$ cat src/rtl/sample_frame_buffer_pkg.sv
// Shared constants and FSM encoding for the plot sample frame buffer.
// Imported by the buffer and by the VGA plot renderer.
package sample_frame_buffer_pkg;

  localparam int NUM_SAMPLES = 300;
  localparam int DATA_W      = 4;
  localparam int MAX_VAL     = 9;
  localparam int IDX_W       = 9;

  typedef enum logic {
    FILL = 1'b0,
    FULL = 1'b1
  } state_t;

endpackage

$ cat src/rtl/sample_frame_buffer_ram.sv
// sample_bank_ram: 1-write/1-read synchronous RAM, registered read.
// Ports: clk, we/waddr/wdata (write), raddr/rdata (read, latency 1).
module sample_bank_ram #(
  parameter int DEPTH = 300,
  parameter int WIDTH = 4,
  parameter int AW    = 9
) (
  input  logic             clk,
  input  logic             we,
  input  logic [AW-1:0]    waddr,
  input  logic [WIDTH-1:0] wdata,
  input  logic [AW-1:0]    raddr,
  output logic [WIDTH-1:0] rdata
);

  logic [WIDTH-1:0] mem [DEPTH];

  always_ff @(posedge clk) begin
    if (we) begin
      mem[waddr] <= wdata;
    end
  end

  // Out-of-range reads return 0 instead of indexing past the array.
  always_ff @(posedge clk) begin
    if (32'(raddr) < DEPTH) begin
      rdata <= mem[raddr];
    end else begin
      rdata <= '0;
    end
  end

endmodule

$ cat src/rtl/sample_frame_buffer.sv
// Double-buffered plot sample store: producer fills the back bank over
// valid/ready, renderer reads the front bank; banks swap on frame_sync.
// Ports: CLK100MHZ, rst (async, active high), in_valid/in_ready/in_data,
//   frame_sync, rd_index -> rd_data (latency 1), frame_valid, frame_count.
// Build option: SAMPLE_CLAMP_EN clamps samples above MAX_VAL to MAX_VAL.
module sample_frame_buffer
  import sample_frame_buffer_pkg::state_t;
  import sample_frame_buffer_pkg::FILL;
  import sample_frame_buffer_pkg::FULL;
#(
  parameter int NUM_SAMPLES = 300,
  parameter int DATA_W      = 4,
  parameter int MAX_VAL     = 9,
  parameter int IDX_W       = 9
) (
  input  logic              CLK100MHZ,
  input  logic              rst,
  input  logic              in_valid,
  output logic              in_ready,
  input  logic [DATA_W-1:0] in_data,
  input  logic              frame_sync,
  input  logic [IDX_W-1:0]  rd_index,
  output logic [DATA_W-1:0] rd_data,
  output logic              frame_valid,
  output logic [7:0]        frame_count
);

  localparam logic [IDX_W-1:0] LAST = IDX_W'(NUM_SAMPLES - 1);

  state_t             state;
  state_t             state_d;
  logic [IDX_W-1:0]   wr_ptr;
  logic [IDX_W-1:0]   ptr_d;
  logic               front_sel;
  logic               sel_d;
  logic               fv_d;
  logic [7:0]         cnt_d;
  logic               xfer;
  logic [DATA_W-1:0]  wdata;
  logic               we0;
  logic               we1;
  logic [DATA_W-1:0]  rdata0;
  logic [DATA_W-1:0]  rdata1;
  logic               rd_sel_q;
  logic               rd_ok_q;

  assign xfer = in_valid && in_ready;

`ifdef SAMPLE_CLAMP_EN
  assign wdata = (in_data > DATA_W'(MAX_VAL)) ? DATA_W'(MAX_VAL) : in_data;
`else
  assign wdata = in_data;
`endif

  // front_sel names the bank being displayed; writes go to the other.
  assign we0 = xfer && front_sel;
  assign we1 = xfer && !front_sel;

  sample_bank_ram #(
    .DEPTH (NUM_SAMPLES),
    .WIDTH (DATA_W),
    .AW    (IDX_W)
  ) u_bank0 (
    .clk   (CLK100MHZ),
    .we    (we0),
    .waddr (wr_ptr),
    .wdata (wdata),
    .raddr (rd_index),
    .rdata (rdata0)
  );

  sample_bank_ram #(
    .DEPTH (NUM_SAMPLES),
    .WIDTH (DATA_W),
    .AW    (IDX_W)
  ) u_bank1 (
    .clk   (CLK100MHZ),
    .we    (we1),
    .waddr (wr_ptr),
    .wdata (wdata),
    .raddr (rd_index),
    .rdata (rdata1)
  );

  always_comb begin
    state_d = state;
    ptr_d   = wr_ptr;
    sel_d   = front_sel;
    fv_d    = frame_valid;
    cnt_d   = frame_count;
    unique case (1'b1)
      (state == FILL): begin
        if (xfer) begin
          if (wr_ptr == LAST) begin
            ptr_d   = '0;
            state_d = FULL;
          end else begin
            ptr_d = wr_ptr + 1'b1;
          end
        end
      end
      (state == FULL): begin
        if (frame_sync) begin
          sel_d   = !front_sel;
          fv_d    = 1'b1;
          cnt_d   = frame_count + 8'd1;
          state_d = FILL;
        end
      end
      default: state_d = FILL;
    endcase
  end

  // in_ready is registered from the next state so it stays low in reset
  // and rises on the first edge after reset releases.
  always_ff @(posedge CLK100MHZ or posedge rst) begin
    if (rst) begin
      state       <= FILL;
      wr_ptr      <= '0;
      front_sel   <= 1'b0;
      frame_valid <= 1'b0;
      frame_count <= 8'd0;
      in_ready    <= 1'b0;
    end else begin
      state       <= state_d;
      wr_ptr      <= ptr_d;
      front_sel   <= sel_d;
      frame_valid <= fv_d;
      frame_count <= cnt_d;
      in_ready    <= (state_d == FILL);
    end
  end

  // Bank select and masking travel alongside the RAM read so a swap
  // applies to reads issued after the sync edge.
  always_ff @(posedge CLK100MHZ or posedge rst) begin
    if (rst) begin
      rd_sel_q <= 1'b0;
      rd_ok_q  <= 1'b0;
    end else begin
      rd_sel_q <= front_sel;
      rd_ok_q  <= frame_valid && (32'(rd_index) < NUM_SAMPLES);
    end
  end

  assign rd_data = !rd_ok_q  ? '0 :
                   rd_sel_q  ? rdata1 : rdata0;

endmodule

$ cat config.mk
export PLATFORM = sky130hd
export DESIGN_NAME = sample_frame_buffer
export DESIGN_NICKNAME = d
export VERILOG_FILES = /design/src/rtl/sample_frame_buffer_pkg.sv /design/src/rtl/sample_frame_buffer_ram.sv /design/src/rtl/sample_frame_buffer.sv
export SDC_FILE = /design/constraint.sdc
export NUM_CORES = 2
export LEC_CHECK = 0
export ABC_AREA = 1
export CAP_MARGIN = 0
export CELL_PAD_IN_SITES_DETAIL_PLACEMENT = 0
export CELL_PAD_IN_SITES_GLOBAL_PLACEMENT = 2
export CORE_MARGIN = 2
export CORE_UTILIZATION = 35
export CTS_BUF_LIST = sky130_fd_sc_hd__clkbuf_16
export DETAILED_ROUTE_END_ITERATION = 16
export PLACE_DENSITY = 0.72
export SKIP_CTS_REPAIR_TIMING = 1
export SLEW_MARGIN = 15
export SYNTH_ARGS = -nofsm -noshare
export SYNTH_HDL_FRONTEND = slang
export SYNTH_SLANG_ARGS = --single-unit
$ cat constraint.sdc
create_clock -name CLK100MHZ -period 4.6 [get_ports CLK100MHZ]
set_input_delay 0.92 -clock CLK100MHZ [delete_from_list [all_inputs] [get_ports CLK100MHZ]]
set_output_delay 0.92 -clock CLK100MHZ [all_outputs]
set_load 0.1 [all_outputs]
# [After elaboration in Yosys (flattened, before gate mapping)]
# Memory sizes are Yosys's and may differ from the RTL's. A register that Yosys moved wholly into a read port is not among the register bits.
# Cells that the tools add are included.
[classes] n_eq_ne=1 bitwise=2 n_addsub=2 n_reduce_logical=9 muxes=11 order_cmp=1
[ops] operator="$add 9x1->9 const B" count=1
[ops] operator="$eq 9x9->1 const B" count=1
[ops] operator="$lt 9x9->1 const B" count=1
[ops] operator="$mux 9" count=1
[ops] operator="$add 8x1->8 const B" count=1
[ops] operator="$mux 4" count=2
[ops] operator="$mux 1" count=7
[ops] operator="$logic_and 1x1->1" count=4
[ops] operator="$reduce_and 2->1" count=2
[ops] operator="$logic_not 1->1" count=3
[ops] operator="$not 1->1" count=2
[ops] operator="$pmux 1 s2" count=1
[totals] memories=2 ram_bits=2400 wordCells=36 regBits=23 input_bits=17 out_inout_bits=14
[memory_table] name="u_bank0.mem" depth=300 width=4 read_ports=1 rd_clocked_by_memory_dff=1 write_ports=1 line_no="sample_frame_buffer_ram.sv:16" source="logic [WIDTH-1:0] mem [DEPTH];"
[memory_table] name="u_bank1.mem" depth=300 width=4 read_ports=1 rd_clocked_by_memory_dff=1 write_ports=1 line_no="sample_frame_buffer_ram.sv:16"

# [Depth between registers and ports, before layout]
[depth] ltp_word=5 mapped_depth=19 ltp_nobuf=16

# [Cells and area by module]
# A second synthesis with hierarchy kept.
[unflattened] hier_cells=8555 area_unflattened_um2=100386.3
[modules_own_cells] mod="sample_bank_ram" cells_per_inst=4205 area_per_inst_um2=49596.3 n_inst=2 seq_area_each_um2=36114.6
[modules_own_cells] mod="sample_frame_buffer" cells_per_inst=145 area_per_inst_um2=1193.6 n_inst=1 seq_area_each_um2=575.6

# [Worst setup path after synthesis]
# OpenSTA, ideal clock, no wires.
[synth_path] path_kind="register -> output" from="reg rd_sel_q" to="out rd_data[0]" path_buffers=0 required_ns=3.680 path_stages_with_launch=4 t_arrival_ns=1.782 path_slack_ns=1.898 cell_sequence="dfrtp_1 -> inv_1 -> nor2_1 -> nor2_1"
[synth_via] elab_chain_cells=2
[synth_lines] element="start, declared" line_no="sample_frame_buffer.sv:44" source="logic rd_sel_q;"
[synth_lines] element="start signal, assigned" line_no="sample_frame_buffer.sv:141" source="rd_sel_q <= front_sel;"
[synth_lines] element="$mux 4" line_no="sample_frame_buffer.sv:147" source="rd_sel_q ? rdata1 : rdata0;"
[synth_lines] element="$mux 4" line_no="sample_frame_buffer.sv:146" source="assign rd_data = !rd_ok_q ? '0 :"
[synth_lines] element="end, declared" line_no="sample_frame_buffer.sv:23" source="output logic [DATA_W-1:0] rd_data,"
# No other way between the ends.

# [Final worst setup path]
[layout_path] from="reg wr_ptr[2]" to="mem u_bank1.mem[241][1], enable pin"
[layout_rtl] element="start, declared" line_no="sample_frame_buffer.sv:32" source="logic [IDX_W-1:0] wr_ptr;"
[layout_rtl] element="start signal, assigned" line_no="sample_frame_buffer.sv:126" source="wr_ptr <= ptr_d;"
[layout_rtl] element="end, declared" line_no="sample_frame_buffer_ram.sv:16"
# No word-level cell before the write port.

==> results by group <==
Place
  – Final HPWL from detailed placement: about 180000 um
  – Area after DPL: 108000 um2
  – Buffers on Ports: 30
  – Post-place setup slack: 0.593 ns
  – Final GP Congestion: 0.799

Routing
  – DR vias/cell: roughly 5.2
  – Remaining DRCs: 0
  – Final ANT Viol Nets: 0
  – 1st-iter DRT viols: 6610
  – 1st-pass router iterations: 6
  – WL final: 321000 um
  – Drt wl/cell: 23.9 um
  – Via count: ~70000

Setup path
  – Critical Path RT: approximately 5.1 ns
  – R2r startpoint: wr_ptr[2]$_DFFE_PP0P_
  – Startpoint types: flip-flop
  – Critical path class: flip-flop to flip-flop
  – Worst Setup End Kind: flip-flop
  – Reg2reg setup slack: 1.28 ns
  – Critical Path AT: 3.78 ns
  – Reg-to-Reg End: u_bank1.mem[241][1]$_DFFE_PP_
  – Worst Reg-to-Reg Cells: 5
  – CP max FO: 14

Finish
  – Filler cells: approximately 28000
  – Area Overhead vs Synth: 13.3%
  – Layout cells sized above 1: 7.24%
  – Area of the multi-input gates: approximately 26000 um2
  – Finished Cell Area: 117000 um2
  – Sequential cell area: 72800 um2
  – Final core utilization: between 30% and 40%
  – Final net count: 9351

Synth
  – Synth cell types: 33
  – EDFF count, synth: 2400
  – Synth warnings: 0
  – Synthesized Nets: around 9500
  – Fraction of registers with async set/reset: 0.946%
  – Yosys top cell by area: edfxtp_1
  – Post-Synthesis Cell Area: 103000 um2
  – Post-synthesis cell count: 9461
  – Post-Syn Area per Cell: 10.9 um2
  – Area contributors post-synth: edfxtp_1, nand2_1, nor2_1, nand3_1, nor3_1
  – Sequential fraction of the synthesis area: 70.6%
  – Yosys top cell area share: 69.9%
  – Seq cells post-synth: 2431
  – Most used DFF post-synth: edfxtp_1

Pwr
  – Max VDD drop: 0.000291 V
  – Leakage: roughly 41 nW
  – Clock Power Share: about 41%
  – Sw Pwr: roughly 13 mW
  – PwrDens: 431 nW/um2
  – Power, Total: 50.3 mW
  – Sequential power share: 48.8%
  – Pint: 37.2 mW
  – Net Sw Frac: 26.1%
  – Part of the power in combinational logic: around 10%

Die
  – Die W: 547 um
  – Starting density of the core: a little over a third
  – Core Area: 293000 um2
  – Die height: 547 um
  – FP Rows: 199
  – Number of I/O pins: 31
  – Die ar.: 299000 um2

GRT
  – First-pass GRT wire length: 472000 um
  – Tot GR Track Use: 21.1%
  – GRT overflow: 0
  – Pin count of the biggest net entering global routing: 149
  – Vias in the first global route: 69455
  – Initial antenna violation count: 13

Timing
  – Worst-Margin Slew: ~1.2 ns
  – Clock skew: ~0.046 ns
  – PnR worst setup slack: between 1 and 1.5 ns
  – Max-slew violations: 0
  – Maximum clock frequency: 302 MHz
  – Rel. slew slack: 20.7%
  – Setup TNS: 0 ns
  – Tcrit/Tclk final: 72.1%
  – RSZ-0062 raised after global routing: no
  – # setup viols final: 0
  – Hold Vio Cnt, Final: 0
  – Minimum clock period: 3.32 ns

CTS
  – CTS Buffer Depth: 4
  – Worst-Skew Late Latency: 0.85 ns
  – Root Driver: clkbuf_16
  – CTS tree: yes
  – Clock sink total: between 2000 and 2500
  – Reg clk slew, reported paths: 0.06 ns
  – CTS HTree Levels: 5
  – CTS buffer count: 275

Hold path
  – Hold Startpoint: front_sel$_DFFE_PP0P_
  – Min-Delay Path Class: flip-flop to flip-flop
  – Worst Hold Path EP: rd_sel_q$_DFF_PP0_
  – Hold Path Depth: 0

Flow run
  – Max cap viols: 0

Run status
  – Outcome: finished clean
## layout make-up
| class | count | share of cell area, % |
|---|---|---|
| flip-flops and latches | 2431 | 62.4 |
| multi-input cells | 5887 | 22.0 |
| clock buffers | 285 | 6.11 |
| well taps | 3919 | 4.20 |
| repair buffers | 281 | 2.84 |
| inverters | 453 | 1.49 |
| clock inverters | 189 | 0.980 |
| diodes | 2 | 0.00429 |
## metrics by stage
stage | cells | hold slack (ns)
2_1_floorplan | 9461 | 0.374
3_3_place_gp | 12971 | 0.447
3_5_place_dp | 12971 | 0.465
4_1_cts | 13445 | 0.473
5_1_grt | 13446 | 0.480
6_report | 13447 | 0.467
## layer usage
| metal | global-route usage [%] | part of all wire, % | vias up |
|---|---|---|---|
| li1 | - | - | 32413 |
| met1 | 29.1 | 44 | 34958 |
| met2 | 35.3 | 48 | 2031 |
| met3 | 2.30 | 5.2 | 416 |
| met4 | 5.31 | 2.4 | 2 |
| met5 | 0 | 0.0040 | - |
## flip-flops by register name (all words and copies together), names as in the netlist
signal,cells
wr_ptr,9
state,1
rd_ok_q,1
in_ready,1
u_bank0.mem,1200
frame_count,8
front_sel,1
u_bank1.rdata,4
u_bank0.rdata,4
u_bank1.mem,1200
frame_valid,1
rd_sel_q,1
## worst max-delay path by stage
stage                               start                             to  slack [ns]  cells past startpoint
6_report            wr_ptr[2]$_DFFE_PP0P_  u_bank1.mem[241][1]$_DFFE_PP_        1.28                      5
2_1_floorplan          rd_sel_q$_DFF_PP0_                     rd_data[0]        1.90                      3
3_5_place_dp                  rd_index[3]    u_bank0.rdata[3]$_SDFF_PP0_        0.59                     18
5_1_grt        frame_count[1]$_DFFE_PP0P_                 frame_count[1]        1.21                      1
4_1_cts        frame_count[4]$_DFFE_PP0P_                 frame_count[4]        1.21                      1
3_3_place_gp                  rd_index[3]    u_bank0.rdata[3]$_SDFF_PP0_        0.61                     18
## Yosys cell counts (2+ instances only)
cell type,count
clkinv_1,3
a31oi_1,4
buf_1,62
and3_1,11
nand3_1,863
ha_1,5
nand4_1,6
buf_2,230
nand2_1,2176
buf_6,4
nor2_1,1293
dfxtp_1,8
edfxtp_1,2400
o221ai_1,15
o211ai_1,37
o21ai_1,54
a221o_1,2
o22ai_1,52
xnor2_1,2
buf_4,34
or2_2,39
inv_1,446
dfrtp_1,23
o21ai_0,583
xor2_1,9
a21oi_1,133
clkbuf_1,360
inv_2,4
nor3_1,599
## power groups by stage
stage	registers, mW	clock network, mW	logic, mW
2_1_floorplan	25.0	0	2.36
5_1_grt	24.6	21.8	5.50
6_report	24.6	20.6	5.18
3_3_place_gp	25.0	0	5.21
4_1_cts	24.6	20.9	5.22
3_5_place_dp	25.0	0	5.21
## worst max-delay path, stage by stage, from the launching register on
cell	delay, ns
dfrtp_1	0.58
nor2_1	0.61
nand2_4	0.33
buf_4	0.43
buf_4	0.30
nor3_1	0.63
## kinds of logic after synthesis
kind of cell    Yosys count  share of synthesized area (%)
simple gates           4989                           20.1
flops                  2431                           70.6
buf+inv                1143                           4.60
compound gates          882                           4.51
xor+xnor                 11                         0.0935
fa+ha+maj                 5                         0.0607
## layout by cell type, fill, tap and decap left out, types with 7 or more instances in the layout
master              n
edfxtp_1         2400
nand2_1          2159
nor2_1           1293
nand3_1           856
nor3_1            599
o21ai_0           583
inv_1             504
clkbuf_16         285
buf_4             167
a21oi_1           133
buf_12             89
clkinv_1           60
o21ai_1            54
o22ai_1            52
clkinv_2           43
or2_2              39
o211ai_1           37
dfrtp_1            23
clkdlybuf4s50_1    17
o221ai_1           15
and3_1             11
nand2_4            10
bufinv_16          10
xor2_1              9
inv_6               8
dfxtp_1             8
nand3_4             7
nand2_2             7
Note: power is estimated with default switching activity, not from simulation.
